--- src/rtl/regfile_access_ctrl.sv ---
// rtl/regfile_access_ctrl.sv - command sequencer driving a 2R/1W register file (option: REGFILE_CTRL_ZERO_REG_EN)
module regfile_access_ctrl #(
    parameter int DATA_WIDTH = 32,
    parameter int ADDR_WIDTH = 5
) (
    input  logic                  clk,
    input  logic                  rst_n,
    input  logic                  CmdValid,
    output logic                  CmdReady,
    input  logic [1:0]            CmdOp,
    input  logic [ADDR_WIDTH-1:0] CmdAddrA,
    input  logic [ADDR_WIDTH-1:0] CmdAddrB,
    input  logic [DATA_WIDTH-1:0] CmdWriteData,
    output logic                  RspValid,
    input  logic                  RspReady,
    output logic [DATA_WIDTH-1:0] RspData1,
    output logic [DATA_WIDTH-1:0] RspData2,
    output logic                  RfReadWriteEn,
    output logic [ADDR_WIDTH-1:0] RfReadAddress1,
    output logic [ADDR_WIDTH-1:0] RfReadAddress2,
    output logic [ADDR_WIDTH-1:0] RfWriteAddress,
    output logic [DATA_WIDTH-1:0] RfWriteData,
    input  logic [DATA_WIDTH-1:0] RfReadData1,
    input  logic [DATA_WIDTH-1:0] RfReadData2
);

    typedef enum logic [2:0] {IDLE, WR1, RD_ISSUE, RD_CAPT, WR2, RESP} state_t;

    localparam logic [1:0] OP_WRITE = 2'b00;
    localparam logic [1:0] OP_MOVE  = 2'b10;
    localparam logic [1:0] OP_SWAP  = 2'b11;

`ifdef REGFILE_CTRL_ZERO_REG_EN
    localparam bit ZERO_REG = 1'b1;
`else
    localparam bit ZERO_REG = 1'b0;
`endif

    state_t                state_q, state_d;
    logic [1:0]            op_q, op_d;
    logic [DATA_WIDTH-1:0] saved_q, saved_d;
    logic                  en_q, en_d;
    logic [ADDR_WIDTH-1:0] ra1_q, ra1_d, ra2_q, ra2_d, wa_q, wa_d;
    logic [DATA_WIDTH-1:0] wd_q, wd_d;
    logic                  rsp_valid_q, rsp_valid_d;
    logic [DATA_WIDTH-1:0] rsp1_q, rsp1_d, rsp2_q, rsp2_d;
    logic [DATA_WIDTH-1:0] rd1, rd2;

    // Write-enable level for a write to addr: register 0 is read-only when hardwired.
    function automatic logic wr_en_level(input logic [ADDR_WIDTH-1:0] addr);
        return ZERO_REG && (addr == '0);
    endfunction

    // Read addresses stay latched through the whole command, so they double as A/B.
    assign rd1 = (ZERO_REG && ra1_q == '0) ? '0 : RfReadData1;
    assign rd2 = (ZERO_REG && ra2_q == '0) ? '0 : RfReadData2;

    always_comb begin
        state_d     = state_q;
        op_d        = op_q;
        saved_d     = saved_q;
        en_d        = en_q;
        ra1_d       = ra1_q;
        ra2_d       = ra2_q;
        wa_d        = wa_q;
        wd_d        = wd_q;
        rsp_valid_d = rsp_valid_q;
        rsp1_d      = rsp1_q;
        rsp2_d      = rsp2_q;
        case (state_q)
            IDLE: begin
                if (CmdValid) begin
                    op_d = CmdOp;
                    if (CmdOp == OP_WRITE) begin
                        en_d    = wr_en_level(CmdAddrA);
                        wa_d    = CmdAddrA;
                        wd_d    = CmdWriteData;
                        state_d = WR1;
                    end else begin
                        en_d    = 1'b1;
                        ra1_d   = CmdAddrA;
                        ra2_d   = CmdAddrB;
                        state_d = RD_ISSUE;
                    end
                end
            end
            RD_ISSUE: state_d = RD_CAPT;
            RD_CAPT: begin
                if (op_q == OP_MOVE) begin
                    en_d    = wr_en_level(ra2_q);
                    wa_d    = ra2_q;
                    wd_d    = rd1;
                    state_d = WR1;
                end else if (op_q == OP_SWAP) begin
                    en_d    = wr_en_level(ra1_q);
                    wa_d    = ra1_q;
                    wd_d    = rd2;
                    saved_d = rd1;
                    state_d = WR1;
                end else begin
                    rsp1_d      = rd1;
                    rsp2_d      = rd2;
                    rsp_valid_d = 1'b1;
                    state_d     = RESP;
                end
            end
            WR1: begin
                if (op_q == OP_SWAP) begin
                    en_d    = wr_en_level(ra2_q);
                    wa_d    = ra2_q;
                    wd_d    = saved_q;
                    state_d = WR2;
                end else begin
                    en_d    = 1'b1;
                    state_d = IDLE;
                end
            end
            WR2: begin
                en_d    = 1'b1;
                state_d = IDLE;
            end
            RESP: begin
                if (RspReady) begin
                    rsp_valid_d = 1'b0;
                    state_d     = IDLE;
                end
            end
            default: begin
                en_d    = 1'b1;
                state_d = IDLE;
            end
        endcase
    end

    always_ff @(posedge clk or negedge rst_n) begin
        if (!rst_n) begin
            state_q     <= IDLE;
            op_q        <= 2'b00;
            saved_q     <= '0;
            en_q        <= 1'b1;
            ra1_q       <= '0;
            ra2_q       <= '0;
            wa_q        <= '0;
            wd_q        <= '0;
            rsp_valid_q <= 1'b0;
            rsp1_q      <= '0;
            rsp2_q      <= '0;
        end else begin
            state_q     <= state_d;
            op_q        <= op_d;
            saved_q     <= saved_d;
            en_q        <= en_d;
            ra1_q       <= ra1_d;
            ra2_q       <= ra2_d;
            wa_q        <= wa_d;
            wd_q        <= wd_d;
            rsp_valid_q <= rsp_valid_d;
            rsp1_q      <= rsp1_d;
            rsp2_q      <= rsp2_d;
        end
    end

    assign CmdReady       = (state_q == IDLE);
    assign RspValid       = rsp_valid_q;
    assign RspData1       = rsp1_q;
    assign RspData2       = rsp2_q;
    assign RfReadWriteEn  = en_q;
    assign RfReadAddress1 = ra1_q;
    assign RfReadAddress2 = ra2_q;
    assign RfWriteAddress = wa_q;
    assign RfWriteData    = wd_q;

endmodule

--- config.mk ---
export PLATFORM = sky130hd
export DESIGN_NAME = regfile_access_ctrl
export DESIGN_NICKNAME = d
export VERILOG_FILES = /design/src/rtl/regfile_access_ctrl.sv
export SDC_FILE = /design/constraint.sdc
export NUM_CORES = 1
export LEC_CHECK = 0
export CAP_MARGIN = 20
export CORE_MARGIN = 10
export CORE_UTILIZATION = 43
export CTS_BUF_LIST = sky130_fd_sc_hd__clkbuf_8
export CTS_CLUSTER_SIZE = 40
export DETAILED_ROUTE_END_ITERATION = 10
export HOLD_SLACK_MARGIN = 0.03
export PLACE_DENSITY = 0.81
export SYNTH_ARGS = -nofsm -noshare
export SYNTH_HDL_FRONTEND = slang
export SYNTH_SLANG_ARGS = --single-unit
--- constraint.sdc ---
create_clock -name clk -period 1.7 [get_ports clk]
set_input_delay 0.17 -clock clk [delete_from_list [all_inputs] [get_ports clk]]
set_output_delay 0.17 -clock clk [all_outputs]
set_load 0.01 [all_outputs]
==> run metrics, run 1 <==
Ports 226; WL per Instance 21.8 um; chip height 144 um; crit-path cells or4b_4 > o22ai_4 > buf_6 > clkbuf_16 > nor2_2 > a21oi_1; CTS clock-pin slew for the worst setup and hold paths 80 ps; register area share after synthesis 0.564; synth warn 0; Clock Skews 7.06 ps; # placed instances 914; Setup Viol. Count Final 111; R2R Setup Slk -130 ps; 1st-pass router iterations 4; Area Overhead vs Synth 53.9%; CTS Buffer Depth 2; P_leak 0.00412 uW; Port Buffers 225; core area 0.0152 mm^2; Mapped Area 0.00666 mm^2; Synth Area in Compound Gates 0.0894; Diodes inserted 0; Worst Max-Slew Pin Slew 458 ps; Final Core Density 0.674; reg-to-reg startpoint state_q[0]$_DFFE_PN0P_; post-synthesis mux area share 0.237; Slew headroom 0.694; status finished, violations left; Simple-Gate Fraction of Synth Area 0.0770; Reg2Reg Depth 6; Nets 875; hpwl dp 14.3 mm; DRT antenna net count 0; final non-filler cell total 964; Die Area 0.0209 mm^2; worst hold path class input port to asynchronous set/reset pin; Row Count 45; Tmin final 1830 ps; setup ws final -135 ps; worst setup path startpoint state_q[0]$_DFFE_PN0P_; CTS Buf Count 17; ys async rst share 1.00; Starting Density 0.438; post-synth cell types 29; Synthesized Nets 623; via/cell ratio 5.52; DR vias 5320; Synth Flop Type dfrtp_1; GRT overflow 0; Tot GR Track Use 0.186; Post-Synthesis Cells 511; Filler cells 1032; Chip Width 144 um; Max Cap Viol 0; initial antenna violation count 0; # DRC 0; largest family of logic cells by synthesized area multiplexers; Final period util 1.08; Post-Place Setup Slack -286 ps; first-pass GRT wire length 30.5 mm; final wirelength 21.0 mm; worst path bufs/invs 2; CTS root buf clkbuf_8; EDFF count, synth 0; CP required 2060 ps; slowest cell delay on critical path 600 ps; crit path to RfWriteData[30]$_DFFE_PN0P_; power per cell area 1920 mW/mm^2; vias in the first global route 5676; CP arrival 2200 ps; share of cells above drive strength 1 0.322; CP Depth 6; Setup CP Type flop to flop; Final Hold Fails 0; FMAX 545 MHz; crit path max fanout 8; CP Capture Type flop; Slew Viols, Final 0; Adder-Cell Fraction of Synth Area 0; slowest CP cell or4b_4; Clk Latency, worst-skew pair 430 ps; CP delay by family, top simple AND/OR/NAND/NOR gates; # clock sinks 150; pin count of the biggest net entering global routing 44; CP Launch Type flop; FF+latch count, synth 150; initial drt markers 228; VDD IR max 1090 uV; RSZ-0062 raised after global routing yes; failing checks setup timing; R2R Path End RfWriteData[30]$_DFFE_PN0P_; CTS tree yes; GP Congestion 0.861; Synth Area in XOR/XNOR 0; Avg Cell Area, Syn 13.0 um^2; htree depth 4
worst min path at each step:
stage	from	slack [ps]	to
after floorplan	rst_n	-130	RfReadAddress1[0]$_DFFE_PN0P_
after global placement	rst_n	110	RfReadAddress2[1]$_DFFE_PN0P_
after detailed placement	rst_n	120	RfReadAddress2[2]$_DFFE_PN0P_
after CTS	rst_n	200	RfReadAddress2[2]$_DFFE_PN0P_
after global routing	rst_n	240	RfReadAddress1[0]$_DFFE_PN0P_
final	rst_n	210	RfReadAddress1[2]$_DFFE_PN0P_
repair_timing:
item,in CTS,in global routing
setup endpoints to repair,80,143
gates resized for setup,18,55
hold endpoints to repair,131,0
setup buffers,2,4
cloned,2,9
pin swaps,1,4
hold buffers,1,0
report_power, final:
| group | internal (uW) | switching [uW] | leakage, uW |
|---|---|---|---|
| clock | 1330 | 1350 | 0.000189 |
| combinational | 5960 | 4580 | 0.00215 |
| sequential | 5360 | 1080 | 0.00178 |
| total | 12700 | 7010 | 0.00412 |
registers in the layout, indices dropped and copies added (netlist names), 2 cells and up:
register        count
RfReadAddress1      5
RfReadAddress2      5
RfWriteAddress      5
RfWriteData        32
RspData1           32
RspData2           32
op_q                2
saved_q            32
state_q             3
cells by family after synthesis:
kind of cell	count (synthesis)
flops	150
mux	140
simple gates	90
compound gates	88
buf+inv	43
cells in the mapped netlist, types with 3 or more instances:
master | n | share of area
a21oi_1 | 38 | 0.029
mux2_2 | 123 | 0.21
dfrtp_1 | 149 | 0.56
nor3b_1 | 33 | 0.037
buf_6 | 3 | 0.0051
clkbuf_1 | 16 | 0.0090
buf_2 | 19 | 0.014
a31oi_1 | 5 | 0.0047
mux2_1 | 17 | 0.029
nand3_1 | 5 | 0.0038
nor2_1 | 39 | 0.022
a22oi_1 | 5 | 0.0056
a221oi_1 | 32 | 0.042
o21ai_0 | 5 | 0.0038
buf_4 | 3 | 0.0034
metrics by stage:
stage	total power [uW]	cell area [um^2]	setup TNS, ps	hold slack, ps
final	19700	10200	-5680	213
after CTS	18700	9820	-2370	196
after detailed placement	15800	9320	-11100	117
after global placement	15400	9320	-8680	108
after global routing	20800	10200	-12160	239
after floorplan	11100	6690	-507	-126
final cells by class:
type,instances,area (um^2),area share
repair buffers,274,2940,0.287
well taps,188,235,0.0229
multi-input cells,318,2920,0.285
flip-flops and latches,150,3760,0.366
clock buffers,18,248,0.0242
inverters,2,11.3,0.00110
clock inverters,14,138,0.0134
placed cells by master, fill, tap and decap left out, types with 5 or more instances in the layout:
cell               n
clkdlybuf4s50_1  222
dfrtp_1          148
mux2_2           113
nor3b_1           33
a221oi_1          32
nor2_1            21
buf_4             21
a21oi_1           20
a21oi_2           18
clkbuf_8          18
mux2_1            17
nor2_4            10
mux2_4            10
buf_12            10
nor2_2             8
buf_6              8
clkbuf_16          8
clkinvlp_4         6
o21ai_0            5
nand3_1            5
a22oi_1            5
a31oi_1            5
metal layers:
layer  routed length [um]  global-route usage  vias up
met1                 8170               0.206     2694
li1                     -                   -     2384
met5                    0                   0        -
met2                10400               0.311      219
met4                  296              0.0452        0
met3                 2220              0.0918       23
Note: power is estimated with default switching activity, not from simulation.
==> run 2, diff against run 1 <==
- ABC_CLOCK_PERIOD_IN_PS: not set -> 1700
- CORE_ASPECT_RATIO: not set -> 0.8
- PLACE_DENSITY: 0.81 -> 0.79
==> run 2 against run 1 <==
  * The run still ends with setup timing left
  * Clock skew about the same
  * Worst setup slack improved by 40 ps
  * Clock-buffer cell count increased by 1
  * Critical path type unchanged
  * Register-to-register slack improved by 40 ps
  * Sequential cell count unchanged
  * Worst hold slack improved by 13 ps
  * Highest routed layer unchanged
  * Clock power increased by 14%
  * Design area about the same
  * Sequential power about the same
  * First-iteration DRC count increased by 22%
==> run metrics, run 2 (synthesis results as in run 1) <==
pin count of the biggest net entering global routing 51; Diodes inserted 0; Starting Density 0.441; CTS Buffer Depth 2; Area Overhead vs Synth 54.0%; slowest cell delay on critical path 550 ps; R2R Setup Slk -100 ps; Die Area 0.0209 mm^2; FMAX 557 MHz; # DRC 0; chip height 131 um; Tmin final 1800 ps; crit-path cells or4b_4 > o22ai_4 > buf_6 > buf_12 > clkbuf_16 > a31oi_1; # clock sinks 150; CTS tree yes; final wirelength 22.3 mm; R2R Path End RfWriteAddress[4]$_DFFE_PN0P_; CP Capture Type flop; vias in the first global route 5788; Row Count 40; CP delay by family, top simple AND/OR/NAND/NOR gates; initial antenna violation count 0; design area 0.0103 mm^2; 1st-pass router iterations 5; Filler cells 1084; GP Congestion 0.805; power per cell area 1950 mW/mm^2; WL per Instance 22.7 um; uppermost routed layer met4; hpwl dp 15.1 mm; commonest non-fill, non-tap cell in the layout clkdlybuf4s50_1; setup ws final -95.0 ps; slowest CP cell or4b_4; WL met2 11.1 mm; htree depth 4; status finished, violations left; DR WL met3 1.81 mm; DR vias 5397; Final Hold Fails 0; crit path max fanout 5; Setup CP Type flop to flop; Slew headroom 0.665; CTS root buf clkbuf_8; Clk Latency, worst-skew pair 440 ps; worst hold path class input port to asynchronous set/reset pin; Setup TNS Final -2220 ps; Tot GR Track Use 0.202; Reg2Reg Depth 6; RSZ-0062 raised after global routing yes; VDD IR max 1150 uV; P_leak 0.00410 uW; CP arrival 2130 ps; most frequent cells in the layout clkdlybuf4s50_1 (222), dfrtp_1 (148), mux2_2 (123); GRT overflow 0; Chip Width 159 um; failing checks setup timing; via/cell ratio 5.50; core area 0.0151 mm^2; reg-to-reg startpoint state_q[0]$_DFFE_PN0P_; share of cells above drive strength 1 0.310; CP Launch Type flop; Placement Cell Area 0.00933 mm^2; Slew Viols, Final 0; Setup Viol. Count Final 50; Final period util 1.06; DRT antenna net count 0; CP required 2030 ps; worst path bufs/invs 3; first-pass GRT wire length 33.6 mm; Final Core Density 0.679; CTS clock-pin slew for the worst setup and hold paths 90 ps; Ports 226; Nets 872; Max Cap Viol 0; initial drt markers 279; wl on met1 9.22 mm; Port Buffers 225; Clock Skews 7.49 ps; CTS Buf Count 17; Worst Max-Slew Pin Slew 503 ps
-- run 2: cell count changes in the layout (fill, tap and decap cells not counted), sizes merged --
| cell | delta |
|---|---|
| bufinv | +2 |
| clkinvlp | -3 |
| clkbuf | -2 |
| inv | -1 |
-- run 2: worst max path at each step --
stage / from / end / slack [ps] / cells after the start
after detailed placement: CmdValid / RfWriteAddress[3]$_DFFE_PN0P_ / -280 / 6
after floorplan: state_q[0]$_DFFE_PN0P_ / RfReadAddress1[0]$_DFFE_PN0P_ / -50 / 5
after global routing: state_q[1]$_DFFE_PN0P_ / RfWriteData[18]$_DFFE_PN0P_ / -150 / 6
after global placement: CmdValid / RfReadAddress2[0]$_DFFE_PN0P_ / -240 / 5
after CTS: state_q[1]$_DFFE_PN0P_ / RfWriteAddress[1]$_DFFE_PN0P_ / -60 / 6
final: state_q[0]$_DFFE_PN0P_ / RfWriteAddress[4]$_DFFE_PN0P_ / -100 / 6
-- run 2: metal layers --
metal	GRT usage	up-vias
li1	-	2390
met5	0	-
met2	0.332	269
met4	0.0545	0
met1	0.249	2721
met3	0.0671	17
-- run 2: metrics by stage --
| stage | hold slack (ps) | worst slack (ps) | cells | total power, uW |
|---|---|---|---|---|
| CTS | 221 | -64.2 | 975 | 19500 |
| global placement | 127 | -239 | 934 | 15500 |
| floorplan | -126 | -50.7 | 511 | 11100 |
| global route | 226 | -149 | 982 | 21200 |
| finish | 226 | -95.0 | 982 | 20000 |
| detailed placement | 142 | -277 | 934 | 15900 |
-- run 2: area by class of cell --
cell class | count | area [um^2] | area share
Multi-Input combinational cell | 318 | 2840 | 0.277
Clock buffer | 19 | 262 | 0.0255
Inverter | 2 | 11.3 | 0.00110
Sequential cell | 150 | 3760 | 0.366
Tap cell | 210 | 263 | 0.0256
Clock inverter | 12 | 179 | 0.0174
Timing Repair Buffer | 271 | 2940 | 0.287
-- run 2: where the power goes --
part,internal [uW],switching [uW],leakage [uW]
Combinational,5930,4630,0.00210
Sequential,5360,1050,0.00178
Clock,1670,1380,0.000219
Total,13000,7070,0.00410
-- run 2: timing repair --
action	4_1_cts	5_1_grt
pin swaps	2	3
setup buffers	5	1
hold endpoints to repair	45	0
hold buffers	1	0
cloned	4	6
gates resized for setup	17	31
endpoints found under the setup margin	110	138
==> run 3, diff against run 2 <==
==> constraint.sdc (replaced) <==
create_clock -name clk -period 1.7 [get_ports clk]
set_input_delay 0.34 -clock clk [delete_from_list [all_inputs] [get_ports clk]]
set_output_delay 0.34 -clock clk [all_outputs]
set_load 0.01 [all_outputs]
==> run 3 against run 2 <==
  * The run still ends with setup timing left
  * Largest cell class unchanged
  * Clock power fell by 9.5%
  * Final cell count rose by 1.2%
  * Via count fell by 0.94%
==> run metrics, run 3 (synthesis results as in run 1) <==
status finished, violations left; failing checks setup timing; CTS clock-pin slew for the worst setup and hold paths 80 ps; # clock sinks 150; Clk network pwr share 0.142; Starting Density 0.441; net switching share of the total power 0.376; CP required 2040 ps; Tmin final 1870 ps; register share of total power 0.332; DRT antenna net count 0; slowest cell delay on critical path 590 ps; WL per Instance 22.4 um; via/cell ratio 5.38; # placed instances 941; net switching power figure 7300 uW; CTS root buf clkbuf_8; Slew headroom 0.745; htree depth 4; vias in the first global route 5814; pin count of the biggest net entering global routing 53; Worst Max-Slew Pin Slew 383 ps; hpwl dp 14.8 mm; initial antenna violation count 0; first-pass GRT wire length 33.9 mm; final wirelength 22.2 mm; Final Hold Fails 0; worst hold path class input port to asynchronous set/reset pin; share of cells above drive strength 1 0.347; Final period util 1.10; register area 0.00376 mm^2; Port Buffers 225; GP Congestion 0.823; CP arrival 2210 ps; FMAX 535 MHz; CP Capture Type flop; crit path max fanout 5; setup ws final -168 ps; core area 0.0151 mm^2; Diodes inserted 0; Nets 883; Slew Viols, Final 0; final non-filler cell total 994; multi-input logic area 0.00302 mm^2; Area Overhead vs Synth 55.6%; Setup CP Type flop to flop; Setup Viol. Count Final 126; Row Count 40; Die Area 0.0209 mm^2; 1st-pass router iterations 4; CTS Buf Count 17; Clk Latency, worst-skew pair 470 ps; design area 0.0104 mm^2; # DRC 0; initial drt markers 349; most frequent cells in the layout dfrtp_1 (148), mux2_2 (113), dlygate4sd2_1 (112); GRT overflow 0; RSZ-0062 raised after global routing yes; CTS tree yes; combinational power share 0.526; Tot GR Track Use 0.205; crit-path cells or4b_4 > buf_6 > nor2b_4 > buf_6 > mux2_4; Chip Width 159 um; CTS Buffer Depth 2; Placement Cell Area 0.00941 mm^2; DR vias 5346; chip height 131 um; Filler cells 1088; Clock Skews 12.6 ps; VDD IR max 966 uV; Max Cap Viol 0; P_leak 0.00436 uW; Final Core Density 0.685; Ports 226; CP Launch Type flop; commonest non-fill, non-tap cell in the layout dfrtp_1; power per cell area 1870 mW/mm^2; slowest CP cell or4b_4; internal power 12100 uW; cell mode on critical path buf_6
-- run 3: cell types whose count changed in the layout (fill, tap and decap cells not counted), moves of 5 or more --
cell             change
nor2_1              -20
a21oi_2              +6
buf_4               +10
mux2_4              +10
a221oi_1             +5
a21oi_1              -6
clkdlybuf4s50_1    -112
a221oi_2             -5
dlygate4sd2_1      +111
nor2_4              +20
mux2_2              -10
-- run 3: critical path: cells and delay by family, from the launching register on --
kind | cells | cell delay [ps]
muxes | 1 | 310
and+or+nand+nor | 2 | 720
buffers and inverters | 2 | 300
DFF | 1 | 430
-- run 3: power by group through the flow --
stage	sequential, uW	clock (uW)	combinational, uW
floorplan	6870	0	4240
global placement	6290	0	9260
detailed placement	6400	0	9510
CTS	6360	2820	9850
global route	6670	2980	10900
finish	6450	2760	10200
-- run 3: per-stage QoR --
| stage | hold slack, ps | setup TNS, ps | total power (uW) | setup WS, ps |
|---|---|---|---|---|
| finish | 325 | -8250 | 19400 | -168 |
| global route | 308 | -17830 | 20600 | -197 |
| CTS | 300 | -9950 | 19000 | -175 |
| detailed placement | 245 | -20960 | 15900 | -447 |
| global placement | 238 | -17160 | 15500 | -391 |
| floorplan | 44.4 | -507 | 11100 | -50.7 |
-- run 3: metal layers --
layer,share of wire,GRT usage
met4,0.016,0.0699
met2,0.48,0.331
met1,0.43,0.248
met3,0.071,0.0768
met5,0,0
-- run 3: worst paths after layout --
check	startpoint	to	slack [ps]	cells after the start
max	state_q[2]$_DFFE_PN0P_	RfReadAddress1[3]$_DFFE_PN0P_	-170	5
min	rst_n	RspData1[3]$_DFFE_PN0P_	320	2
max reg2reg	state_q[2]$_DFFE_PN0P_	RfReadAddress1[3]$_DFFE_PN0P_	-170	5
min reg2reg	RspData2[3]$_DFFE_PN0P_	RspData2[3]$_DFFE_PN0P_	480	1
max in group asynchronous	rst_n	saved_q[19]$_DFFE_PN0P_	760	3
min in group clk	RspData2[3]$_DFFE_PN0P_	RspData2[3]$_DFFE_PN0P_	480	1
-- run 3: repair_timing --
item                       in CTS  in global routing
setup buffers                   9                  3
setup endpoints to repair     241                146
cloned                          8                  3
pin swaps                       2                  3
hold buffers                    1                  0
gates resized for setup       166                 55
hold endpoints to repair       38                  0
-- run 3: cell type report --
type,count,share of cell area
Clock inverter,13,0.0129
Sequential cell,150,0.363
Tap cell,210,0.0254
Inverter,2,0.00109
Timing Repair Buffer,282,0.281
Clock buffer,19,0.0252
Multi-Input combinational cell,318,0.292
